===== src/rtl/alu_seq_pkg.sv =====
// Shared opcode constants, default multi-cycle mask and sequencer state type
// for the ALU opcode sequencer.
package alu_seq_pkg;

  localparam int unsigned OP_ADD  = 0;
  localparam int unsigned OP_SUB  = 1;
  localparam int unsigned OP_AND  = 2;
  localparam int unsigned OP_OR   = 3;
  localparam int unsigned OP_SLL  = 4;
  localparam int unsigned OP_SRA  = 5;
  localparam int unsigned OP_MUL  = 6;
  localparam int unsigned OP_DIV  = 7;
  localparam int unsigned OP_LAST = OP_DIV;

  localparam logic [7:0] MULTI_MASK_DEF = 8'b1100_0000;

  typedef enum logic [1:0] {
    StIdle,
    StSingle,
    StMulti,
    StDone
  } seq_state_e;

endpackage


===== src/rtl/alu_op_decode.sv =====
// Combinational opcode decoder: one-hot unit enable, multi-cycle flag and legality.
module alu_op_decode
  import alu_seq_pkg::*;
#(
  parameter int unsigned         OPW        = 5,
  parameter int unsigned         NUM_OPS    = 8,
  parameter logic [NUM_OPS-1:0]  MULTI_MASK = NUM_OPS'(MULTI_MASK_DEF)
) (
  input  logic [OPW-1:0]     opcode_i,
  output logic [NUM_OPS-1:0] onehot_o,
  output logic               is_multi_o,
  output logic               is_legal_o
);

  always_comb begin
    onehot_o   = '0;
    is_multi_o = 1'b0;
    for (int unsigned k = 0; k < NUM_OPS; k++) begin
      if (32'(opcode_i) == k) begin
        onehot_o[k] = 1'b1;
        is_multi_o  = MULTI_MASK[k];
      end
    end
    is_legal_o = (32'(opcode_i) < NUM_OPS) && (32'(opcode_i) <= OP_LAST);
  end

endmodule


===== src/rtl/alu_op_sequencer.sv =====
// Registered ALU opcode sequencer for single- and multi-cycle functional units.
// Optional `illegal` completion qualifier is enabled by defining ALU_SEQ_ILLEGAL_EN.
module alu_op_sequencer
  import alu_seq_pkg::*;
#(
  parameter int unsigned        OPW        = 5,
  parameter int unsigned        NUM_OPS    = 8,
  parameter logic [NUM_OPS-1:0] MULTI_MASK = NUM_OPS'(MULTI_MASK_DEF),
  parameter int unsigned        TIMEOUT    = 64
) (
  input  logic               clock,
  input  logic               reset,
  input  logic               in_valid,
  output logic               in_ready,
  input  logic [OPW-1:0]     in_opcode,
  output logic [NUM_OPS-1:0] mod_enable,
  output logic               mod_start,
  input  logic               unit_done,
  output logic               out_valid,
  output logic [OPW-1:0]     out_opcode,
  output logic               timed_out,
  output logic               busy
`ifdef ALU_SEQ_ILLEGAL_EN
  ,
  output logic               illegal
`endif
);

  localparam int unsigned CntW = (TIMEOUT > 1) ? $clog2(TIMEOUT + 1) : 1;

  seq_state_e         state_q, state_d;
  logic [NUM_OPS-1:0] en_q, en_d;
  logic [OPW-1:0]     op_q, op_d;
  logic               start_q, start_d;
  logic               to_q, to_d;
  logic               ill_q, ill_d;
  logic [CntW-1:0]    cnt_q, cnt_d;

  logic [NUM_OPS-1:0] dec_onehot;
  logic               dec_multi;
  logic               dec_legal;
  logic               accept;

  alu_op_decode #(
    .OPW       (OPW),
    .NUM_OPS   (NUM_OPS),
    .MULTI_MASK(MULTI_MASK)
  ) u_decode (
    .opcode_i  (in_opcode),
    .onehot_o  (dec_onehot),
    .is_multi_o(dec_multi),
    .is_legal_o(dec_legal)
  );

  assign in_ready = !reset && (state_q != StMulti);
  assign accept   = in_valid && in_ready;

  always_comb begin
    state_d = state_q;
    en_d    = en_q;
    op_d    = op_q;
    start_d = 1'b0;
    to_d    = 1'b0;
    ill_d   = ill_q;
    cnt_d   = cnt_q;
    unique case (state_q)
      StMulti: begin
        // unit_done is ignored during the mod_start cycle; it beats a same-cycle timeout.
        if (unit_done && !start_q) begin
          state_d = StDone;
        end else if ((TIMEOUT != 0) && (32'(cnt_q) == TIMEOUT)) begin
          state_d = StDone;
          to_d    = 1'b1;
        end else if (cnt_q != '1) begin
          cnt_d = cnt_q + 1'b1;
        end
      end
      default: begin
        if (accept) begin
          state_d = dec_multi ? StMulti : StSingle;
          en_d    = dec_onehot;
          op_d    = in_opcode;
          start_d = dec_multi;
          ill_d   = !dec_legal;
          cnt_d   = '0;
        end else begin
          state_d = StIdle;
          en_d    = '0;
          ill_d   = 1'b0;
          cnt_d   = '0;
        end
      end
    endcase
  end

  always_ff @(posedge clock or posedge reset) begin
    if (reset) begin
      state_q <= StIdle;
      en_q    <= '0;
      op_q    <= '0;
      start_q <= 1'b0;
      to_q    <= 1'b0;
      ill_q   <= 1'b0;
      cnt_q   <= '0;
    end else begin
      state_q <= state_d;
      en_q    <= en_d;
      op_q    <= op_d;
      start_q <= start_d;
      to_q    <= to_d;
      ill_q   <= ill_d;
      cnt_q   <= cnt_d;
    end
  end

  assign mod_enable = en_q;
  assign mod_start  = start_q;
  assign out_valid  = (state_q == StSingle) || (state_q == StDone);
  assign out_opcode = op_q;
  assign timed_out  = to_q;
  assign busy       = (state_q != StIdle);

`ifdef ALU_SEQ_ILLEGAL_EN
  assign illegal = ill_q && out_valid;
`else
  logic unused_ill;
  assign unused_ill = ill_q ^ dec_legal;
`endif

endmodule


===== config.mk =====
export PLATFORM = sky130hd
export DESIGN_NAME = alu_op_sequencer
export DESIGN_NICKNAME = d
export VERILOG_FILES = /design/src/rtl/alu_seq_pkg.sv /design/src/rtl/alu_op_decode.sv /design/src/rtl/alu_op_sequencer.sv
export SDC_FILE = /design/constraint.sdc
export NUM_CORES = 1
export LEC_CHECK = 0
export ABC_AREA = 1
export CORE_AREA = 10 10 73 87
export CTS_BUF_LIST = sky130_fd_sc_hd__clkbuf_4 sky130_fd_sc_hd__clkbuf_8
export DETAILED_ROUTE_END_ITERATION = 12
export DIE_AREA = 0 0 83 97
export PLACE_DENSITY_LB_ADDON = 0.08
export SETUP_SLACK_MARGIN = 0.4
export SLEW_MARGIN = 20
export SYNTH_ARGS = -nofsm -noshare
export SYNTH_HDL_FRONTEND = slang
export SYNTH_HIERARCHICAL = 1
export SYNTH_SLANG_ARGS = --single-unit

===== constraint.sdc =====
create_clock -name clock -period 1.6 [get_ports clock]
set_input_delay 0.24 -clock clock [delete_from_list [all_inputs] [get_ports clock]]
set_output_delay 0.24 -clock clock [all_outputs]
set_load 0.005 [all_outputs]

* Word-level counts from Yosys, hierarchy flattened *
Index checks and enable logic that the tools add are counted.

cells by class
  add/sub/neg operators = 1
  equality and inequality tests = 17
  muxes and demuxes = 24
  bitwise gates (word level) = 1
  reductions and logical operators = 10

operator list
  cell                 count
  $mux 7               4
  $eq 5x3->1 const B   4
  $mux 1               14
  $eq 5x2->1 const B   2
  $mux 2               5
  $mux 8               1
  $ne 2x2->1 const B   4
  $add 7x1->7 const B  1
  $eq 7x7->1 const B   1
  $ne 7x7->1 const B   1
  $eq 5x1->1 const B   1
  $logic_not 5->1      1
  $eq 2x2->1 const B   2
  $logic_and 1x1->1    3
  $ne 3x3->1 const B   1
  $reduce_and 3->1     1
  $eq 2x1->1 const B   1
  $logic_not 1->1      2
  $reduce_and 2->1     1
  $reduce_bool 2->1    1
  $logic_or 1x1->1     1
  $not 1->1            1

storage, ports and cells
  flip-flop bits (word level) = 24
  input bits = 9
  output and inout bits = 18
  logic and storage cells = 59

* Depth between registers and ports, before layout *
  word-level depth = 6
  depth in mapped cells = 9
  gate-level depth less buffers = 9

* Modules after synthesis *
Netlist, hierarchy kept.

by module, submodules not included
  module            instances  cells an instance  area each (µm²)  seq. area each (µm²)
  alu_op_sequencer  1          141                1197.4           600.6
  alu_op_decode     1          19                 73.8             0.0

* Worst setup path before layout *
No wires, ideal clock.

  path type = register to register
  from = register cnt_q[0]
  to = register cnt_q[2]
  library setup time = 0.117 ns
  arrival time = 1.061 ns
  required time = 1.483 ns
  path slack = 0.422 ns
  stages on the path, launching flop included = 10
  buffers on the path = 0
  clock period less this slack = 1.178 ns
  path through = dfrtp_1 > inv_1 > ha_1 > nand2_1 > inv_1 > nand3_2 > nand3_4 > nand2_4 > nand2_1 > nand2_1

between the ends
  cells in the longest elaborated chain, start to end = 5
  elaborated cells between the ends (all ways) = 10
  classes of those cells = 1 x add/sub; 4 x eq/ne; 4 x mux; 1 x reduce/logical

ends and longest elaborated chain
  what                      line                     source
  start: declaration        alu_op_sequencer.sv:37   logic [CntW-1:0] cnt_q, cnt_d;
  start signal: assignment  alu_op_sequencer.sv:112  cnt_q <= cnt_d;
  $add 7x1->7               alu_op_sequencer.sv:75   cnt_d = cnt_q + 1'b1;
  $mux 7                    alu_op_sequencer.sv:74   end else if (cnt_q != '1) begin
  $mux 7                    alu_op_sequencer.sv:71   end else if ((TIMEOUT != 0) && (32'(cnt_q) == TIMEOUT)) begin
  $mux 7                    alu_op_sequencer.sv:69   if (unit_done && !start_q) begin
  $mux 7                    alu_op_sequencer.sv:66   unique case (state_q)

Several ways; a longest one is shown, not always the timed one. The select of a mux whose other input is x is not followed.
A chain may end at the register's enable or synchronous reset.

* Worst setup path after layout *
  from = register state_q[0]
  to = output in_ready

between the ends
  cells in the longest elaborated chain, start to end = 2

ends and longest elaborated chain
  what                      line                     source
  start: declaration        alu_op_sequencer.sv:31   seq_state_e state_q, state_d;
  start signal: assignment  alu_op_sequencer.sv:98   state_q <= StIdle;
  start signal: assignment  alu_op_sequencer.sv:106  state_q <= state_d;
  $ne 2x2->1                alu_op_sequencer.sv:55   assign in_ready = !reset && (state_q != StMulti);
  $logic_and 1x1->1         alu_op_sequencer.sv:55
  end: declaration          alu_op_sequencer.sv:14   output logic in_ready,

Every way passes these cells.

==> results.cfg <==
[run_status]
status = complete, no violations

[pwr]
internal_cell_power_w = 0.0009280
pwr-share-clk = 0.285
switching_part_of_the_total = 0.2669
power.density_cell_area_nw_per_um2 = 663.9
net-switching-power_w = 0.0003379
irDropWorstVdd_uv = 356.5
power.combinational.fraction = 0.203
power_leakage_nw = 0.9638
power_frac_seq = 0.512

[setup_path]
crit_family = flip-flops
end_kind = output pin
cp_data_required_time_ps = 1360
wp_buf_inv = 4
worst_setup_path_start_kind = register
largest_stage_delay_on_the_critical_path_ps = 400
cp_cell_sequence = buf_6, inv_4, nand2_4, inv_6, nor2_8, buf_6
path_class = reg -> out
worst_setup_path_startpoint = state_q[0]
timing.critical_path.arrival_ps = 1110
critical-path-top-cell-by-count = sky130_fd_sc_hd__buf_6
critPathMaxFanout = 3
library_cell_contributing_the_largest_single_delay_on_the_critical_path = sky130_fd_sc_hd__dfrtp_1
crit-reg2reg-launch = cnt_q[1]

[sta]
rsz_0062_raised_after_global_routing = true
highest_achievable_clock_rate_mhz = 740.0
worst-slew-pin-transition_ps = 258.0
timing_hold_violations_final = 0
finalWorstPathRequiredPeriod_ps = 1351
fin_crit_sh = 0.8446
post-route-worst-setup-slack_ps = 248.6
skew_ps = 5.107
final_max_slew_viol_count = 0
worst_slew_margin_rel = 0.8274
final.hold.worst_slack_ps = 452.1
setup-violations-final = 0

[floorplan]
core-area_um2 = 4594
die_x_um = 83
fp.dieArea_um2 = 8051
die_h_um = 97
initial_utilization = 0.2767
floorplan.rows = 27
io-pin-count = 27

[grt]
grt_first_pass_wirelength_mm = 5.699
vias_in_the_first_global_route = 1213
globalRouteOverflowTotal = 0
grt_start_max_net_pins = 19
initial_antenna_violation_count = 0
grt_use_total = 0.08240

[yosys]
synthCells = 160
synthSimpleGateAreaFrac = 0.4026
synth_most_common_cell = sky130_fd_sc_hd__nand2_1
number_of_enable_flip_flop_cells_after_synthesis = 0
synth_compound_gate_area_share = 0.01575
netlist-cell-type-count = 25
synth-async-reset-ratio = 1.000
postSynth.topFlopCell = sky130_fd_sc_hd__dfrtp_1
synth_common_cells = 52 x sky130_fd_sc_hd__nand2_1, 24 x sky130_fd_sc_hd__dfrtp_1, 23 x sky130_fd_sc_hd__nand3_1, 21 x sky130_fd_sc_hd__nor2_1, 14 x sky130_fd_sc_hd__inv_1
synth_fp_nets = 171
dominant_combinational_cell_family_by_area_after_synthesis = simple AND/OR/NAND/NOR gates
synth-seq-cells = 24
synth_adder_area_share = 0.01969
synth-seq-area-share = 0.4724
ys_warn_count = 6
synth_xor_area_frac = 0.01378
synthesis.area_per_instance_um2 = 7.945
syn-cell-area_um2 = 1271
synth_top_area_frac = 0.4724
yosys-mux-area-fraction = 0
largest_area_contributor_in_the_synthesized_netlist = sky130_fd_sc_hd__dfrtp_1
synthTopCellsByArea = sky130_fd_sc_hd__dfrtp_1 47%, sky130_fd_sc_hd__nand2_1 15%, sky130_fd_sc_hd__nand3_1 9.1%

[run]
cap_viol_max_count = 0

[detailed_routing]
routedWlPerCell_um = 12.91
dr.first_iter.drc_count = 49
drt-vias-per-instance = 4.374
vias = 1159
detailedRoute.firstPassIterationCount = 4
postRouteAntennaNets = 0
postRouteWirelength_mm = 3.422
drcViolationCount = 0

[placement]
detailed_place.area_um2 = 1610
detailedPlacementHpwl_mm = 2.489
placement.setup.worst_slack_ps = -90.04
gp_congestion = 0.7790
buffer_ports.inserted = 26

[layout]
drive_above_1_share = 0.3285
num_antenna_cells = 0
final_util = 0.4150
finalNetCount = 220
areaGrowthSynthToFinish_pct = 50.00
fillers = 516
finish.instance_area_um2 = 1907

[clock_network]
cts_max_path_buffers = 2
number_of_levels_the_h_tree_was_split_into = 1
clkTransAtPathRegs_ps = 90
cts_hold_repair.buffers = 0
cts_root_buf = sky130_fd_sc_hd__clkbuf_8
cts_tree = yes
clock_latency_ps = 270
inserted_clock_buffers = 3
clock_sink_count = 24

[hold_path]
hold_path_class = in -> async
## power by group through the flow
stage / Sequential (W) / Clock [W] / Combinational, W
5_1_grt: 0.000653 / 0.000402 / 0.000284
4_1_cts: 0.000646 / 0.000374 / 0.000203
3_5_place_dp: 0.000661 / 0 / 0.000213
6_report: 0.000649 / 0.000361 / 0.000257
3_3_place_gp: 0.000661 / 0 / 0.000210
2_1_floorplan: 0.000661 / 0 / 0.0000962
## worst paths after layout
| kind | endpoint | slack (ps) | cells after the start |
|---|---|---|---|
| max | in_ready | 250 | 6 |
| min | mod_enable[2] | 450 | 3 |
| max reg2reg | cnt_q[0] | 280 | 8 |
| min reg2reg | out_opcode[4] | 480 | 2 |
| max in group asynchronous | cnt_q[1] | 970 | 3 |
| min in group clock | out_opcode[4] | 480 | 2 |
## placed cells by master (no fill, tap or decap), drive strengths merged
master	count
buf	24
nor3b	1
clkdlybuf4s15	4
a21oi	1
inv	16
or2	1
ha	2
xor2	2
nand3	26
nand2	56
clkdlybuf4s50	8
clkbuf	4
o21ai	3
nor3	1
nor2	23
dfrtp	24
dlygate4sd2	11
## per-stage QoR
step                      power [W]  instances  TNS, ps
after global routing       0.001338        265        0
final                      0.001266        265        0
after floorplan           0.0007574        160        0
after global placement    0.0008704        245   -101.8
after detailed placement  0.0008737        245   -90.04
after CTS                  0.001223        254        0
## what timing repair did
| item | 4_1_cts | 5_1_grt |
|---|---|---|
| pin swaps | 7 | 5 |
| setup buffers | 6 | 10 |
| gates cloned | 0 | 1 |
| endpoints found under the setup margin | 32 | 32 |
| resized for setup | 34 | 34 |
## tightest hold or removal path: stages
cell and delay, ps:
sky130_fd_sc_hd__clkdlybuf4s50_1 510, sky130_fd_sc_hd__inv_1 120, sky130_fd_sc_hd__buf_4 210
## per-layer routing
metal | wire, um | GRT usage
met5 | 0 | 0
met3 | 135 | 0.02345
met2 | 1822 | 0.1469
met4 | 44 | 0.02742
met1 | 1420 | 0.09029
## kinds of logic (layout without fill, tap and decap cells)
group           count (synthesis)  in the layout
compound gates                  4              4
simple gates                  108            108
flops                          24             24
buf+inv                        20             67
xor+xnor                        2              2
fa+ha+maj                       2              2
## sequential cells by signal (all words and copies together) (netlist names)
signal and flops:
state_q 2, out_opcode 5, cnt_q 7, mod_enable 8
timed_out 1, mod_start 1
## area by class of cell
class	instances	area [um^2]	share of cell area
Clock buffer	3	41.29	0.02165
Multi-Input combinational cell	116	685.7	0.3596
Tap cell	58	72.57	0.03806
Sequential cell	24	600.6	0.3150
Timing Repair Buffer	48	439.2	0.2303
Inverter	16	67.56	0.03543
(Power assumes the default switching activity.)
